<file path="src/rtl/ssp_id_rev_ctrl_if.sv">
// ssp_id_rev_ctrl_if: APB slave bus for the SSP ID window (0xFE0-0xFFC).
//   PSEL     ID-window select
//   PENABLE  access phase
//   PWRITE   write strobe (writes are ignored by the slave)
//   PADDR    word address PADDR[11:2]
//   PRDATA   read data, driven by the slave
//   PREADY   access-phase ready, driven by the slave
// Modports: master drives the request side, slave drives PRDATA/PREADY.
interface ssp_id_rev_ctrl_if;
  logic        PSEL;
  logic        PENABLE;
  logic        PWRITE;
  logic [9:0]  PADDR;
  logic [31:0] PRDATA;
  logic        PREADY;

  modport master (
    output PSEL,
    output PENABLE,
    output PWRITE,
    output PADDR,
    input  PRDATA,
    input  PREADY
  );

  modport slave (
    input  PSEL,
    input  PENABLE,
    input  PWRITE,
    input  PADDR,
    output PRDATA,
    output PREADY
  );
endinterface

</file>
<file path="src/rtl/ssp_id_rev_ctrl.sv">
// ssp_id_rev_ctrl: SSP revision tie-off qualification and PeriphID/PCellID
// register server.
//
// After reset release it waits SETTLE_CYCLES for the revision tie-off nets to
// settle, then takes sample pairs of RevIn until two consecutive samples
// agree (or MAX_RETRY+1 pairs disagree, which holds 4'hF and flags RevErr).
// ID reads stall (PREADY=0 in the access phase) until a revision is held.
//
// Ports:
//   PCLK       APB clock
//   PRESETn    asynchronous active-low reset
//   RevIn      revision AND-cell outputs (quasi-static)
//   ReCapture  (SSP_ID_RECAPTURE_EN only) pulse in VALID to requalify RevIn
//   apb        APB slave modport: PSEL/PENABLE/PWRITE/PADDR in, PRDATA/PREADY out
//   IdValid    revision captured and held
//   RevErr     revision failed qualification
//
// Optional feature macro: SSP_ID_RECAPTURE_EN (adds the ReCapture input).
module ssp_id_rev_ctrl #(
  parameter int unsigned SETTLE_CYCLES = 4,
  parameter int unsigned MAX_RETRY     = 3,
  parameter int unsigned REV_WIDTH     = 4
) (
  input  logic                 PCLK,
  input  logic                 PRESETn,
  input  logic [REV_WIDTH-1:0] RevIn,
`ifdef SSP_ID_RECAPTURE_EN
  input  logic                 ReCapture,
`endif
  ssp_id_rev_ctrl_if.slave     apb,
  output logic                 IdValid,
  output logic                 RevErr
);

  localparam logic [1:0] StSettle  = 2'd0;
  localparam logic [1:0] StSampleA = 2'd1;
  localparam logic [1:0] StSampleB = 2'd2;
  localparam logic [1:0] StValid   = 2'd3;

  logic [1:0]           state_q, state_d;
  logic [3:0]           settle_cnt_q, settle_cnt_d;
  logic [2:0]           retry_q, retry_d;
  logic [REV_WIDTH-1:0] samp_a_q, samp_a_d;
  logic [REV_WIDTH-1:0] rev_q, rev_d;
  logic                 id_valid_q, id_valid_d;
  logic                 rev_err_q, rev_err_d;
  logic [31:0]          prdata_q, prdata_d;
  logic [31:0]          rd_data;
  logic                 rd_req;
  logic                 rd_load;

  // Qualification FSM
  always_comb begin
    state_d      = state_q;
    settle_cnt_d = settle_cnt_q;
    retry_d      = retry_q;
    samp_a_d     = samp_a_q;
    rev_d        = rev_q;
    id_valid_d   = id_valid_q;
    rev_err_d    = rev_err_q;
    case (state_q)
      StSettle: begin
        if (settle_cnt_q == 4'(SETTLE_CYCLES - 1)) begin
          settle_cnt_d = '0;
          state_d      = StSampleA;
        end else begin
          settle_cnt_d = settle_cnt_q + 4'd1;
        end
      end
      StSampleA: begin
        samp_a_d = RevIn;
        state_d  = StSampleB;
      end
      StSampleB: begin
        if (RevIn == samp_a_q) begin
          rev_d      = RevIn;
          id_valid_d = 1'b1;
          state_d    = StValid;
        end else if (retry_q < 3'(MAX_RETRY)) begin
          retry_d = retry_q + 3'd1;
          state_d = StSampleA;
        end else begin
          rev_d      = '1;
          rev_err_d  = 1'b1;
          id_valid_d = 1'b1;
          state_d    = StValid;
        end
      end
      StValid: begin
`ifdef SSP_ID_RECAPTURE_EN
        // Held revision is kept until the new pair resolves.
        if (ReCapture) begin
          id_valid_d = 1'b0;
          rev_err_d  = 1'b0;
          retry_d    = '0;
          state_d    = StSampleA;
        end
`endif
      end
      default: state_d = StSettle;
    endcase
  end

  // ID register map; built from rev_d so a load on the resolving edge already
  // sees the newly qualified revision.
  always_comb begin
    rd_data = '0;
    case (apb.PADDR)
      10'h3F8: rd_data[7:0] = 8'h22;
      10'h3F9: rd_data[7:0] = 8'h10;
      10'h3FA: begin
        rd_data[REV_WIDTH+3:4] = rev_d;
        rd_data[3:0]           = 4'h4;
      end
      10'h3FB: rd_data[7:0] = 8'h00;
      10'h3FC: rd_data[7:0] = 8'h0D;
      10'h3FD: rd_data[7:0] = 8'hF0;
      10'h3FE: rd_data[7:0] = 8'h05;
      10'h3FF: rd_data[7:0] = 8'hB1;
      default: rd_data = '0;
    endcase
  end

  assign rd_req = apb.PSEL & ~apb.PWRITE;

  // Normal load in the setup phase; a read pending while no revision is held
  // is loaded on the edge IdValid rises so it completes in the next cycle.
  assign rd_load = rd_req & ((~apb.PENABLE & id_valid_q) | (~id_valid_q & id_valid_d));

  always_comb begin
    prdata_d = prdata_q;
    if (!apb.PSEL) begin
      prdata_d = '0;
    end else if (rd_load) begin
      prdata_d = rd_data;
    end
  end

  always_ff @(posedge PCLK or negedge PRESETn) begin
    if (!PRESETn) begin
      state_q      <= StSettle;
      settle_cnt_q <= '0;
      retry_q      <= '0;
      samp_a_q     <= '0;
      rev_q        <= '0;
      id_valid_q   <= 1'b0;
      rev_err_q    <= 1'b0;
      prdata_q     <= '0;
    end else begin
      state_q      <= state_d;
      settle_cnt_q <= settle_cnt_d;
      retry_q      <= retry_d;
      samp_a_q     <= samp_a_d;
      rev_q        <= rev_d;
      id_valid_q   <= id_valid_d;
      rev_err_q    <= rev_err_d;
      prdata_q     <= prdata_d;
    end
  end

  // PREADY is held high while in reset so an aborted read is released at once.
  assign apb.PREADY = ~PRESETn | ~(apb.PSEL & apb.PENABLE & ~apb.PWRITE & ~id_valid_q);
  assign apb.PRDATA = prdata_q;
  assign IdValid    = id_valid_q;
  assign RevErr     = rev_err_q;

endmodule

</file>
<file path="src/flat_wrapper.sv">
// flat-port wrapper written by rule: the top's interface ports become plain ports
module ssp_id_rev_ctrl_flat 
#(
  parameter int unsigned SETTLE_CYCLES = 4,
  parameter int unsigned MAX_RETRY     = 3,
  parameter int unsigned REV_WIDTH     = 4
)
  (PCLK, PRESETn, RevIn, IdValid, RevErr, apb_PSEL, apb_PENABLE, apb_PWRITE, apb_PADDR, apb_PRDATA, apb_PREADY);
  ssp_id_rev_ctrl_if apb_i ();
  input  logic PCLK;
  input  logic PRESETn;
  input  logic [REV_WIDTH-1:0] RevIn;
  output logic IdValid;
  output logic RevErr;
  input wire logic [$bits(apb_i.PSEL)-1:0] apb_PSEL;
  input wire logic [$bits(apb_i.PENABLE)-1:0] apb_PENABLE;
  input wire logic [$bits(apb_i.PWRITE)-1:0] apb_PWRITE;
  input wire logic [$bits(apb_i.PADDR)-1:0] apb_PADDR;
  output wire logic [$bits(apb_i.PRDATA)-1:0] apb_PRDATA;
  output wire logic [$bits(apb_i.PREADY)-1:0] apb_PREADY;
  assign apb_i.PSEL = apb_PSEL;
  assign apb_i.PENABLE = apb_PENABLE;
  assign apb_i.PWRITE = apb_PWRITE;
  assign apb_i.PADDR = apb_PADDR;
  assign apb_PRDATA = apb_i.PRDATA;
  assign apb_PREADY = apb_i.PREADY;
  ssp_id_rev_ctrl #(.SETTLE_CYCLES(SETTLE_CYCLES), .MAX_RETRY(MAX_RETRY), .REV_WIDTH(REV_WIDTH)) u_core (.PCLK(PCLK), .PRESETn(PRESETn), .RevIn(RevIn), .apb(apb_i), .IdValid(IdValid), .RevErr(RevErr));
endmodule
</file>
<file path="config.mk">
export PLATFORM = sky130hd
export DESIGN_NAME = ssp_id_rev_ctrl_flat
export DESIGN_NICKNAME = d
export VERILOG_FILES = /design/src/rtl/ssp_id_rev_ctrl_if.sv /design/src/rtl/ssp_id_rev_ctrl.sv /design/src/flat_wrapper.sv
export SDC_FILE = /design/constraint.sdc
export NUM_CORES = 1
export LEC_CHECK = 0
export CAP_MARGIN = 20
export CORE_MARGIN = 2
export CORE_UTILIZATION = 34
export DETAILED_ROUTE_END_ITERATION = 8
export HOLD_SLACK_MARGIN = 0.12
export PLACE_DENSITY = 0.63
export SKIP_CTS_REPAIR_TIMING = 1
export SYNTH_ARGS = -nofsm -noshare
export SYNTH_HDL_FRONTEND = slang
export SYNTH_SLANG_ARGS = --single-unit
</file>
<file path="constraint.sdc">
create_clock -name PCLK -period 1.93 [get_ports PCLK]
set_input_delay 0.193 -clock PCLK [delete_from_list [all_inputs] [get_ports PCLK]]
set_output_delay 0.193 -clock PCLK [all_outputs]
set_load 0.01 [all_outputs]
</file>
==> flow_summary.ini, run 1 <==
[critical_path]
r2r_start = u_core.state_q[0]$_DFFE_PN0P_
cp_slowest_stage_delay_ps = 430
cp.arrival_ps = 1930
setup.worst_path.class = flip-flop to flip-flop
r2r-end = u_core.apb.PRDATA[3]$_DFFE_PN0P_
worstRegToRegCells = 9
path_cells = inv_1 -> ha_1 -> nor2_1 -> a211oi_1 -> buf_4 -> nand2_1 -> buf_4 -> mux2i_1 -> nor2_1
rrSetupSlack_ps = 170
crit_path_max_fanout = 4
cp-end-kind = flip-flop
cp_data_required_time_ps = 2100
start_kind = flip-flop
critPathSlowestCell = dfrtp_1

[clock_network]
cts_tree = built
clk_path_buf_depth = 2
clk_latency_ps = 270
cts_sinks = 27
ctsRootBufferMaster = clkbuf_8
cts.clk_slew.worst_paths_ps = 90
htreeDepth = 1
cts_buffers = 3

[layout]
multi_input_area_um2 = 801
seq_area_um2 = 676
area_growth_pct = 24.1
antennaDiodeCount = 0
fin_nets = 223
fillCellCount = 460
drive_gt1_share_pct = 14.8
final_area_um2 = 2000

[sta]
setup_slack_ps = 170
clock_skew_ps = 3.96
finalCriticalPeriod_ps = 1760
timing.hold.ws_ps = 310
rsz0062_at_grt = false
post-route-period-util_pct = 91.2
drv_slew = 0
fmax_mhz = 568
setup_viol = 0
hold_viol_final = 0

[logic_synthesis]
synthCells = 155
ys_ff_latch = 27
syn_area_um2 = 1610
yosys-top-cells-count = dfrtp_1, buf_4, nand2_1, nor2_1, ha_1
ys_types = 47
synth_warnings = 0
synth_flop_cell = dfrtp_1
synth_top_area_share_pct = 42.0
ys_seq_area_share_pct = 42.0
yosysMostFrequentCell = dfrtp_1
synthTopCellsByArea = dfrtp_1, buf_4, ha_1
synth_edf_count = 0
yosys.area.top_type = dfrtp_1
synth.avg_cell_area_um2 = 10.4
async_flop_share_pct = 100

[power]
power_leakage_nw = 0.880
powerDensity_nw_per_um2 = 1010
vdd_drop_max_mv = 0.591
power_mw = 2.01

[job]
cap_violations = 0

[place]
io_buffers = 29
pre_cts_slack_ps = -70.2
dp_hpwl_um = 2320
routabilityCongestion = 0.742
dpl_cell_area_um2 = 1950

[die]
die_area_um2 = 5290
io_pins = 54
rows = 25
start_util_pct = 34.7
die_h_um = 72.8
core-area_um2 = 4630
die-width_um = 72.8

[route]
dr.pass1.iters = 4
wl_per_cell_um = 11.9
ant_nets = 0
wirelength_um = 2970
first_iter_violations = 39
routed_via_density = 4.63
drc = 0
num_vias = 1158

[min_path]
hp-class = input port to async pin

[global_routing]
grt_max_degree = 28
antenna_found_initial = 0
overflow = 0
grt_util_all_layers_pct = 12.4
grt_pass1_wl_um = 5090
grt_pass1_vias = 1095

[outcome]
status = finished, final reports clean
where the power goes:
group	switching, mW	internal [mW]
Clock	0.168	0.148
Combinational	0.420	0.416
Sequential	0.128	0.729
Total	0.715	1.29
routing by layer:
layer | vias up | global-route usage, % | part of all wire, %
met2 | 36 | 19.0 | 46
li1 | 577 | - | -
met4 | 0 | 4.94 | 1.8
met5 | - | 0 | 0
met1 | 540 | 17.3 | 48
met3 | 5 | 2.21 | 4.2
worst max-delay path, delay by kind of cell (launching register included):
kind | cells | cell delay, ps
AO/OA/AOI/OAI | 1 | 230
adder cells (fa/ha/maj) | 1 | 220
buffers and inverters | 3 | 430
flip-flops | 1 | 430
multiplexers | 1 | 140
AND/OR/NAND/NOR | 3 | 190
cells by family (layout without fill, tap and decap cells):
kind of cell | count (synthesis) | count (layout) | share of synthesized area, %
buffers and inverters | 33 | 51 | 13.5
XOR/XNOR | 6 | 6 | 3.27
multiplexers | 12 | 12 | 7.94
AO/OA/AOI/OAI | 26 | 26 | 13.1
flip-flops | 27 | 27 | 42.0
adder cells (fa/ha/maj) | 7 | 7 | 5.45
AND/OR/NAND/NOR | 43 | 43 | 14.5
other | 1 | 24 | 0.233
sequential cells by signal, indices dropped and copies added, names as in the netlist:
| signal | cells |
|---|---|
| u_core.state_q | 2 |
| u_core.IdValid | 1 |
| u_core.RevErr | 1 |
| u_core.apb.PRDATA | 8 |
| u_core.retry_q | 3 |
| u_core.samp_a_q | 4 |
| u_core.rev_q | 4 |
| u_core.settle_cnt_q | 4 |
cell usage in the layout, fill, tap and decap left out, types with 3 or more instances in the layout:
cell type        instances
clkdlybuf4s50_1         29
mux2i_1                  6
nand4_1                  4
dfrtp_1                 27
inv_1                    5
mux2_2                   5
a22o_1                   3
nand2_1                 11
ha_1                     7
o21ai_1                  3
nand3_1                  3
conb_1                  24
xor2_1                   4
buf_4                   13
clkbuf_8                 3
nor2_1                  11
area by class of cell:
| cell class | count | area share (%) |
|---|---|---|
| inverters | 5 | 0.940 |
| repair buffers | 42 | 19.4 |
| flip-flops and latches | 27 | 33.9 |
| clock buffers | 4 | 2.26 |
| well taps | 54 | 3.39 |
| multi-input cells | 118 | 40.1 |
how the worst max path moves through the flow:
stage,from,depth (start not counted),slack [ps],end
2_1_floorplan,u_core.state_q[0]$_DFFE_PN0P_,8,160,u_core.apb.PRDATA[6]$_DFFE_PN0P_
3_5_place_dp,RevIn[1],7,-70,u_core.apb.PRDATA[6]$_DFFE_PN0P_
3_3_place_gp,RevIn[1],7,-110,u_core.apb.PRDATA[6]$_DFFE_PN0P_
4_1_cts,u_core.state_q[0]$_DFFE_PN0P_,9,160,u_core.apb.PRDATA[3]$_DFFE_PN0P_
6_report,u_core.state_q[0]$_DFFE_PN0P_,9,170,u_core.apb.PRDATA[3]$_DFFE_PN0P_
5_1_grt,u_core.state_q[0]$_DFFE_PN0P_,8,10,u_core.apb.PRDATA[7]$_DFFE_PN0P_
per-stage QoR:
stage	setup TNS, ps	cells	util [%]
6_report	0	250	43.1
5_1_grt	0	250	43.1
4_1_cts	0	250	43.1
3_5_place_dp	-359	246	42.1
3_3_place_gp	-322	246	42.1
2_1_floorplan	0	178	-
(Power assumes the default switching activity.)
==> inputs of run 2 (changes only) <==
--- a/config.mk
+++ b/config.mk
@@ -12,6 +12,7 @@
 export HOLD_SLACK_MARGIN = 0.12
 export PLACE_DENSITY = 0.63
 export SKIP_CTS_REPAIR_TIMING = 1
+export SLEW_MARGIN = 15
 export SYNTH_ARGS = -nofsm -noshare
 export SYNTH_HDL_FRONTEND = slang
 export SYNTH_SLANG_ARGS = --single-unit
==> results of run 2 <==
The final DEF is identical to that of run 1; final timing and power are the same.
